$ cat src/rtl/uart_pkg.sv
// ---------------------------------------------------------------------------
// uart_pkg
// Constants and types shared by the UART transmitter and receiver.
//   BAUD_DIV_DFLT : clk cycles per bit (50 MHz / 19200 baud)
//   FRAME_BITS    : start + 8 data + stop
//   tx_state_t    : transmitter FSM states
// ---------------------------------------------------------------------------
package uart_pkg;

  localparam int unsigned BAUD_DIV_DFLT = 2604;
  localparam int unsigned FRAME_BITS    = 10;

  typedef enum logic {
    IDLE     = 1'b0,
    TRANSMIT = 1'b1
  } tx_state_t;

endpackage : uart_pkg

$ cat src/rtl/uart_tx_fifo.sv
// ---------------------------------------------------------------------------
// uart_tx_fifo
// Synchronous FIFO with count-based full/empty and combinational read data.
// A push while full is dropped unless a pop happens in the same cycle; a pop
// while empty is ignored.
// Ports:
//   clk, rst_n       : clock, async active-low reset
//   i_push, i_data   : write strobe and byte
//   i_pop            : read strobe (o_data is consumed)
//   o_data           : entry at the read pointer
//   o_full, o_empty  : occupancy flags
// DEPTH must be a power of 2, at least 2.
// ---------------------------------------------------------------------------
module uart_tx_fifo #(
  parameter int unsigned DEPTH = 4
) (
  input  logic       clk,
  input  logic       rst_n,
  input  logic       i_push,
  input  logic [7:0] i_data,
  input  logic       i_pop,
  output logic [7:0] o_data,
  output logic       o_full,
  output logic       o_empty
);

  localparam int unsigned AW = $clog2(DEPTH);

  logic [7:0]  r_mem [DEPTH];
  logic [AW-1:0] r_wr_ptr;
  logic [AW-1:0] r_rd_ptr;
  logic [AW:0]   r_count;

  logic w_wr_en;
  logic w_rd_en;

  assign o_full  = (r_count == (AW+1)'(DEPTH));
  assign o_empty = (r_count == '0);
  assign w_rd_en = i_pop && !o_empty;
  // A pop in the same cycle frees the slot being written, so full is no block.
  assign w_wr_en = i_push && (!o_full || w_rd_en);
  assign o_data  = r_mem[r_rd_ptr];

  // NOTE: the storage array has no reset; only pointers and count define
  // which entries are valid, and leaving it unreset lets it map onto RAM.
  always_ff @(posedge clk) begin
    if (w_wr_en) begin
      r_mem[r_wr_ptr] <= i_data;
    end
  end

  always_ff @(posedge clk or negedge rst_n) begin
    if (!rst_n) begin
      r_wr_ptr <= '0;
      r_rd_ptr <= '0;
      r_count  <= '0;
    end else begin
      if (w_wr_en) r_wr_ptr <= r_wr_ptr + 1'b1;
      if (w_rd_en) r_rd_ptr <= r_rd_ptr + 1'b1;
      case ({w_wr_en, w_rd_en})
        2'b10:   r_count <= r_count + 1'b1;
        2'b01:   r_count <= r_count - 1'b1;
        default: r_count <= r_count;
      endcase
    end
  end

endmodule : uart_tx_fifo

$ cat src/rtl/uart_tx.sv
// ---------------------------------------------------------------------------
// uart_tx
// 8N1 UART transmitter: start bit, 8 data bits LSB first, stop bit, each
// held BAUD_DIV clk cycles. Bit timing matches the team UART receiver.
// Optional input FIFO enabled by defining UART_TX_FIFO_EN.
// Ports:
//   clk, rst_n : clock, async active-low reset
//   trmt       : one-cycle request to send tx_data
//   tx_data    : byte, sampled when trmt=1
//   TX         : serial line, idle high, registered
//   tx_done    : sticky frame-complete flag, cleared on next frame load
//   busy       : frame in progress
//   full       : input FIFO full (0 when the FIFO is not built)
// Parameters: BAUD_DIV (16..4095), FIFO_DEPTH (power of 2, >= 2).
// ---------------------------------------------------------------------------
module uart_tx
  import uart_pkg::*;
#(
  parameter int unsigned BAUD_DIV   = BAUD_DIV_DFLT,
  parameter int unsigned FIFO_DEPTH = 4
) (
  input  logic       clk,
  input  logic       rst_n,
  input  logic       trmt,
  input  logic [7:0] tx_data,
  output logic       TX,
  output logic       tx_done,
  output logic       busy,
  output logic       full
);

  if (BAUD_DIV < 16 || BAUD_DIV > 4095 || FIFO_DEPTH < 2 ||
      (FIFO_DEPTH & (FIFO_DEPTH - 1)) != 0) begin : g_param_check
    $error("uart_tx: BAUD_DIV or FIFO_DEPTH out of range");
  end

  tx_state_t   r_state;
  tx_state_t   w_state_nxt;
  logic [8:0]  r_shift;
  logic [8:0]  w_shift_nxt;
  logic [11:0] r_baud_cnt;
  logic [3:0]  r_bit_cnt;
  logic        r_tx;
  logic        r_tx_done;
  logic        w_tx_nxt;

  logic        w_load;
  logic [7:0]  w_load_data;
  logic        w_fifo_empty;
  logic        w_baud_wrap;
  logic        w_frame_end;

  // -------------------------------------------------------------------------
  // Byte source
  // -------------------------------------------------------------------------
`ifdef UART_TX_FIFO_EN
  logic [7:0] w_fifo_data;
  logic       w_fifo_full;

  uart_tx_fifo #(
    .DEPTH (FIFO_DEPTH)
  ) u_fifo (
    .clk     (clk),
    .rst_n   (rst_n),
    .i_push  (trmt),
    .i_data  (tx_data),
    .i_pop   (w_load),
    .o_data  (w_fifo_data),
    .o_full  (w_fifo_full),
    .o_empty (w_fifo_empty)
  );

  assign w_load      = (r_state == IDLE) && !w_fifo_empty;
  assign w_load_data = w_fifo_data;
  assign full        = w_fifo_full;
`else
  // Requests arriving while a frame is in progress are simply dropped.
  assign w_load       = (r_state == IDLE) && trmt;
  assign w_load_data  = tx_data;
  assign w_fifo_empty = 1'b1;
  assign full         = 1'b0;
`endif

  assign w_baud_wrap = (r_baud_cnt == 12'(BAUD_DIV - 1));
  // The tenth bit period (stop bit) ends on this cycle.
  assign w_frame_end = (r_state == TRANSMIT) && w_baud_wrap &&
                       (r_bit_cnt == 4'(FRAME_BITS - 1));

  // -------------------------------------------------------------------------
  // FSM: state register
  // -------------------------------------------------------------------------
  // NOTE: sequential state is updated with non-blocking assignments so every
  // register samples pre-edge values regardless of process ordering.
  always_ff @(posedge clk or negedge rst_n) begin
    if (!rst_n) r_state <= IDLE;
    else        r_state <= w_state_nxt;
  end

  // -------------------------------------------------------------------------
  // FSM: next state
  // -------------------------------------------------------------------------
  // NOTE: each combinational output gets a default first, so no path through
  // the block leaves it unassigned and no latch is inferred.
  always_comb begin
    w_state_nxt = r_state;
    case (r_state)
      IDLE:     if (w_load)      w_state_nxt = TRANSMIT;
      TRANSMIT: if (w_frame_end) w_state_nxt = IDLE;
      default:                   w_state_nxt = IDLE;
    endcase
  end

  // -------------------------------------------------------------------------
  // FSM: outputs (TX next value is registered below)
  // -------------------------------------------------------------------------
  always_comb begin
    busy        = (r_state == TRANSMIT);
    w_shift_nxt = r_shift;
    if (w_load) begin
      w_shift_nxt = {w_load_data, 1'b0};
    end else if (r_state == TRANSMIT && w_baud_wrap) begin
      w_shift_nxt = {1'b1, r_shift[8:1]};
    end
    // Registering TX from next-state values puts the start bit on the line
    // in the same cycle busy rises.
    w_tx_nxt = 1'b1;
    if (w_state_nxt == TRANSMIT) w_tx_nxt = w_shift_nxt[0];
  end

  // -------------------------------------------------------------------------
  // Datapath registers
  // -------------------------------------------------------------------------
  always_ff @(posedge clk or negedge rst_n) begin
    if (!rst_n) begin
      r_shift    <= '1;
      r_baud_cnt <= '0;
      r_bit_cnt  <= '0;
      r_tx       <= 1'b1;
      r_tx_done  <= 1'b0;
    end else begin
      r_shift <= w_shift_nxt;
      r_tx    <= w_tx_nxt;
      if (w_load) begin
        r_baud_cnt <= '0;
        r_bit_cnt  <= '0;
        r_tx_done  <= 1'b0;
      end else if (r_state == TRANSMIT) begin
        if (w_baud_wrap) begin
          r_baud_cnt <= '0;
          r_bit_cnt  <= r_bit_cnt + 1'b1;
        end else begin
          r_baud_cnt <= r_baud_cnt + 1'b1;
        end
        // With a FIFO, done only flags the end of the last queued frame.
        if (w_frame_end && w_fifo_empty) r_tx_done <= 1'b1;
      end
    end
  end

  assign TX      = r_tx;
  assign tx_done = r_tx_done;

endmodule : uart_tx
$ cat config.mk
export PLATFORM = sky130hd
export DESIGN_NAME = uart_tx
export DESIGN_NICKNAME = d
export VERILOG_FILES = /design/src/rtl/uart_pkg.sv /design/src/rtl/uart_tx_fifo.sv /design/src/rtl/uart_tx.sv
export SDC_FILE = /design/constraint.sdc
export NUM_CORES = 1
export LEC_CHECK = 0
export BUFFER_PORTS_ARGS = -buffer_cell sky130_fd_sc_hd__buf_2
export CORE_MARGIN = 4
export CORE_UTILIZATION = 57
export DETAILED_ROUTE_END_ITERATION = 16
export PLACE_DENSITY = 0.77
export SYNTH_ARGS = -nofsm -noshare
export SYNTH_HDL_FRONTEND = slang
export SYNTH_HIERARCHICAL = 1
export SYNTH_SLANG_ARGS = --single-unit
$ cat constraint.sdc
create_clock -name clk -period 2 [get_ports clk]
set_input_delay 0.1 -clock clk [delete_from_list [all_inputs] [get_ports clk]]
set_output_delay 0.1 -clock clk [all_outputs]
set_load 0.03 [all_outputs]
==> qor.csv, run 1 <==
metric;value;unit
status;complete, no violations;
row_count;18;
netlist.area_leader.share;0.2973;
worst_r2r_path_depth;5;
clkSinkCount;28;
cts_made_buffers;3;
yosysWarnings;6;
path_max_fanout;10;
cp-startpoint;r_baud_cnt[0];
die-area;3547;um^2
worst_slew_pin_slew;0.6131;ns
drive_gt1_frac;0.2949;
final_common_cell;dfrtp_1;
htree_levels;1;
cp.arrival;2.05;ns
io_buffers;13;
wire_per_inst;16.70;um
gp_congestion;0.8659;
reg2reg_to;r_shift[7];
grt_pass1_wl;5175;um
synthCells;143;
syn_to_final_growth;7.349;%
pre_cts_ws;0.2634;ns
cp.required;2.28;ns
cp_num_buf_inv;0;
rsz0062_at_grt;no;
crit_chain;ha_1 > nand4b_1 > and4bb_1 > and2_1 > a221o_1;
drc_errors;0;
endpoint_kind;register;
ys_types;46;
synth-seq-cells;28;
netlist_area;1515;um^2
place_hpwl;2194;um
grt_pass1_vias;1167;
first_iter_violations;88;
worstSetupPathType;reg -> reg;
ant_nets;0;
setup_violations;0;
vdd_drop_max;850.1;uV
cp.depth;5;
hold_viol;0;
maxCapViolCount;0;
fin_tns_setup;0;ns
path_clk_slew;0.15;ns
fin_crit_sh;0.8845;
fillers;185;
fmax;0.5653;GHz
max_stage_delay;0.45;ns
critical_path.top_delay_family;simple AND/OR/NAND/NOR gates;
synth.net_count;157;
fp.dieH;59.56;um
rrSetupSlack;0.23;ns
yosys.area.top_type;dfrtp_1;
hold_path.class;in -> reg;
die_w;59.56;um
dr.pass1.iters;4;
layout_common_cells;dfrtp_1, buf_2, dfstp_2, nand2_1, o21ai_0;
r2r-start;r_baud_cnt[0];
synth-edff-count;0;
grt_max_degree;29;
synth_area_leaders;dfrtp_1, dfstp_2, a221o_1;
viasPerCell;6.231;
fin_skew;0.009625;ns
clockBufferDepth;2;
holdWs;0.02270;ns
final_nets;171;
drt-total-wl;3107;um
async_reset_ff_frac;1.000;
antenna_cells;0;
setup_ws;0.2310;ns
p_leak;0.7364;nW
slowest_stage;dfrtp_1;
clk_latency;0.34;ns
tritoncts;done;
cts_setup_buffers;0;
grt_remaining_overflow;0;
vias;1159;
track_usage;0.1938;
antenna_found_initial;0;
synth_ff_type;dfrtp_1;
synth.avg_cell_area;10.60;um^2
slew_headroom;0.5913;
critPathLaunchType;register;
powerDensity;908.4;nW/um^2
initial_core_util;0.6061;
period_needed;1.769;ns
core_area;2500;um^2
slew_violations;0;
crit_end;r_shift[7];
cts_root_buffer;clkbuf_4;
ys_seq_area_frac;0.4707;
total_power;0.001478;W
ios;15;
registers in the layout (all words and copies together) (netlist names):
| name | cells |
|---|---|
| r_shift | 9 |
| r_baud_cnt | 12 |
| busy | 1 |
| tx_done | 1 |
| TX | 1 |
| r_bit_cnt | 4 |
worst reg2reg max path: stages (launching register included):
cell	delay, ns
dfrtp_1	0.45
ha_1	0.26
nand4b_1	0.10
and4bb_1	0.23
and2_1	0.28
a221o_1	0.41
power by group:
part	leakage, nW	internal (W)	switching (W)
clock network	0.0210	0.000112	0.000170
registers	0.321	0.000709	0.000194
logic	0.394	0.000161	0.000131
total	0.736	0.000982	0.000496
through the flow:
stage	std cells	util	area, um^2
detailed placement	181	0.6321	1580
global placement	181	0.6321	1580
global route	186	0.6507	1627
finish	186	0.6507	1627
CTS	186	0.6507	1627
floorplan	143	-	1515
per-layer routing:
layer | share of wire | track usage
met1 | 0.45 | 0.2486
met2 | 0.48 | 0.3323
met3 | 0.047 | 0.02614
met4 | 0.015 | 0.06962
met5 | 0 | 0
final cells by class:
| cell class | count | area, um^2 | area share |
|---|---|---|---|
| multi-input cells | 102 | 723.2 | 0.4446 |
| flip-flops and latches | 28 | 713.2 | 0.4385 |
| inverters | 5 | 18.77 | 0.01154 |
| clock buffers | 4 | 36.28 | 0.02231 |
| repair buffers | 17 | 97.59 | 0.06000 |
| well taps | 30 | 37.54 | 0.02308 |
kinds of logic (layout without fill, tap and decap cells):
logic type / count (synthesis) / after routing / synth area share
AOI/OAI and AO/OA: 30 / 30 / 0.1511
xor gates and xnor gates: 3 / 3 / 0.01734
adders and majority gates: 3 / 3 / 0.02478
buffers and inverters: 13 / 26 / 0.05203
DFF: 28 / 28 / 0.4707
muxes: 4 / 4 / 0.03055
other: 1 / 1 / 0.002475
and+or+nand+nor: 61 / 61 / 0.2510
worst min path at each step:
| stage | start | slack, ns | endpoint | depth (start not counted) |
|---|---|---|---|---|
| 5_1_grt | tx_data[7] | 0.03 | r_shift[8] | 3 |
| 2_1_floorplan | rst_n | -0.20 | busy | 0 |
| 3_5_place_dp | rst_n | 0.15 | r_bit_cnt[0] | 1 |
| 4_1_cts | tx_data[7] | 0.01 | r_shift[8] | 3 |
| 6_report | tx_data[7] | 0.02 | r_shift[8] | 3 |
| 3_3_place_gp | rst_n | 0.13 | tx_done | 1 |
timing repair:
item,4_1_cts,5_1_grt
endpoints found under the setup margin,0,0
resized for setup,0,0
hold buffers,1,0
hold endpoints to repair,18,0
synth_stat cells, types with 2 or more instances:
master,instances
nand4_1,4
a221o_1,7
nor2_1,8
ha_1,3
and2_2,6
nor2b_1,2
buf_6,2
inv_1,5
nand2_1,10
dfrtp_1,18
xor2_1,3
and2_1,4
clkbuf_1,2
buf_4,4
and3_1,3
mux2i_1,2
a21oi_1,2
dfstp_2,10
o21ai_0,9
a22o_1,2
nand2b_1,2
nand3_1,8
or3_1,2
o22ai_1,2
nor3_1,2
Power figures use the tool's default switching activity.
==> inputs of run 2 (changes only) <==
- CTS_CLUSTER_SIZE: default -> 8
- RECOVER_POWER: default -> 25
- REMOVE_ABC_BUFFERS: default -> 1
==> run 2 against run 1 <==
Critical path depth unchanged. Die area unchanged. Via count down 1.6%. First-iteration DRC count down 52%. Sequential share of layout area down 0.40 points. Non-clock buffer count unchanged. Hold slack worse by 0.0052 ns. Core utilization up 0.60 points. Setup slack worse by 0.0087 ns. Highest routed layer unchanged.
==> qor.csv, run 2 (synthesis gave the netlist of run 1 again) <==
metric;value;unit;change
max_stage_delay;0.45;ns;about the same
place_hpwl;2100;um;-4.3%
hold_path.class;in -> reg;;
stdcell_count;186;;unchanged
cp.arrival;2.06;ns;about the same
final_nets;171;;unchanged
rrSetupSlack;0.22;ns;about the same
vdd_drop_max;587.0;uV;-31%
largest_register;r_baud_cnt;;
slew_violations;0;;unchanged
ios;15;;unchanged
grt_pass1_vias;1102;;-5.6%
cts_setup_buffers;0;;unchanged
largest_reg_flops;12;;unchanged
total_power;0.001556;W;+5.3%
worst_r2r_path_depth;5;;unchanged
fin_skew;0.003388;ns;-0.006237 ns
cts_root_buffer;clkbuf_4;;
critPathLaunchType;register;;
syn_to_final_growth;8.340;%;
die_w;59.56;um;unchanged
slowest_stage;dfrtp_1;;
clkSinkCount;28;;unchanged
gp_congestion;0.7632;;-12%
setup_ws;0.2223;ns;-0.008656 ns
powerDensity;948.0;nW/um^2;+4.4%
maxCapViolCount;0;;unchanged
drive_gt1_frac;0.2885;;-0.006410
fillers;186;;+0.54%
layout_common_cells;dfrtp_1, buf_2, dfstp_2, nand2_1, o21ai_0;;
cts_made_buffers;3;;unchanged
htree_levels;1;;unchanged
tritoncts;done;;
slew_headroom;0.06461;;-0.5266
path_max_fanout;10;;unchanged
die-area;3547;um^2;unchanged
fin_tns_setup;0;ns;unchanged
fmax;0.5625;GHz;-0.49%
dpl-instance-area;1580;um^2;unchanged
fin_area;1642;um^2;+0.92%
cts_hold_buf;1;;unchanged
clockBufferDepth;2;;unchanged
worst_slew_pin_slew;1.403;ns;+0.7900 ns
vias;1140;;-1.6%
row_count;18;;unchanged
dp_cells;181;;unchanged
antenna_cells;0;;unchanged
final_common_cell;dfrtp_1;;
initial_core_util;0.6061;;unchanged
track_usage;0.1828;;-0.01102
hold_viol;0;;unchanged
worstSetupPathType;reg -> reg;;
wire_per_inst;15.95;um;-4.5%
drt-total-wl;2967;um;-4.5%
cp.required;2.28;ns;about the same
path_clk_slew;0.15;ns;about the same
grt_pass1_wl;4947;um;-4.4%
grt_max_degree;29;;unchanged
rsz0062_at_grt;no;;
grt_remaining_overflow;0;;unchanged
first_iter_violations;42;;-52%
viasPerCell;6.129;;-1.6%
period_needed;1.778;ns;+0.008656 ns
fp.dieH;59.56;um;unchanged
fin_crit_sh;0.8888;;+0.004328
crit_chain;ha_1 > nand4b_1 > and4bb_1 > and2_1 > a221o_1;;
ant_nets;0;;unchanged
io_buffers;13;;unchanged
antenna_found_initial;0;;unchanged
core_area;2500;um^2;unchanged
dr.pass1.iters;5;;+1
hold_depth;3;;unchanged
cts_resized;0;;unchanged
clk_latency;0.34;ns;about the same
pre_cts_ws;0.2577;ns;-0.005743 ns
setup_violations;0;;unchanged
drc_errors;0;;unchanged
p_leak;0.7406;nW;+0.57%
status;complete, no violations;;
endpoint_kind;register;;
largestRegisters;r_baud_cnt x12, r_shift x9, r_bit_cnt x4;;
==> run 2: layout make-up <==
type	count	area [um^2]	share of cell area
Clock buffer	3	22.52	0.01372
Clock inverter	1	30.03	0.01829
Inverter	5	18.77	0.01143
Multi-Input combinational cell	102	723.2	0.4406
Sequential cell	28	713.2	0.4345
Tap cell	30	37.54	0.02287
Timing Repair Buffer	17	96.34	0.05869
==> run 2: worst max-delay path, delay by kind of cell, from the launching register on <==
| family | cells | cell delay [ns] |
|---|---|---|
| compound gates | 1 | 0.40 |
| fa+ha+maj | 1 | 0.26 |
| flops | 1 | 0.45 |
| simple gates | 3 | 0.62 |
==> run 2: power by group <==
part,internal (W),switching (W)
clock network,0.000203,0.000172
logic,0.000161,0.000128
registers,0.000709,0.000183
==> run 2: per-layer routing <==
metal / GRT usage / vias up / wire (um)
li1: - / 548 / -
met1: 0.2431 / 557 / 1425
met2: 0.3042 / 28 / 1391
met3: 0.02614 / 7 / 94
met4: 0.06329 / 0 / 54
met5: 0 / - / 0
==> run 2: metrics by stage <==
stage | util | hold WS (ns)
2_1_floorplan | - | -0.1956
3_5_place_dp | 0.6321 | 0.1443
6_report | 0.6567 | 0.01754
3_3_place_gp | 0.6321 | 0.1336
4_1_cts | 0.6572 | 0.01376
5_1_grt | 0.6567 | 0.03980
==> run 2: worst paths after layout <==
path | from | endpoint
max | r_baud_cnt[0] | r_shift[6]
min | tx_data[7] | r_shift[8]
max reg2reg | r_baud_cnt[0] | r_shift[6]
min reg2reg | tx_done | tx_done
max in group asynchronous | rst_n | r_baud_cnt[3]
min in group asynchronous | rst_n | r_baud_cnt[7]
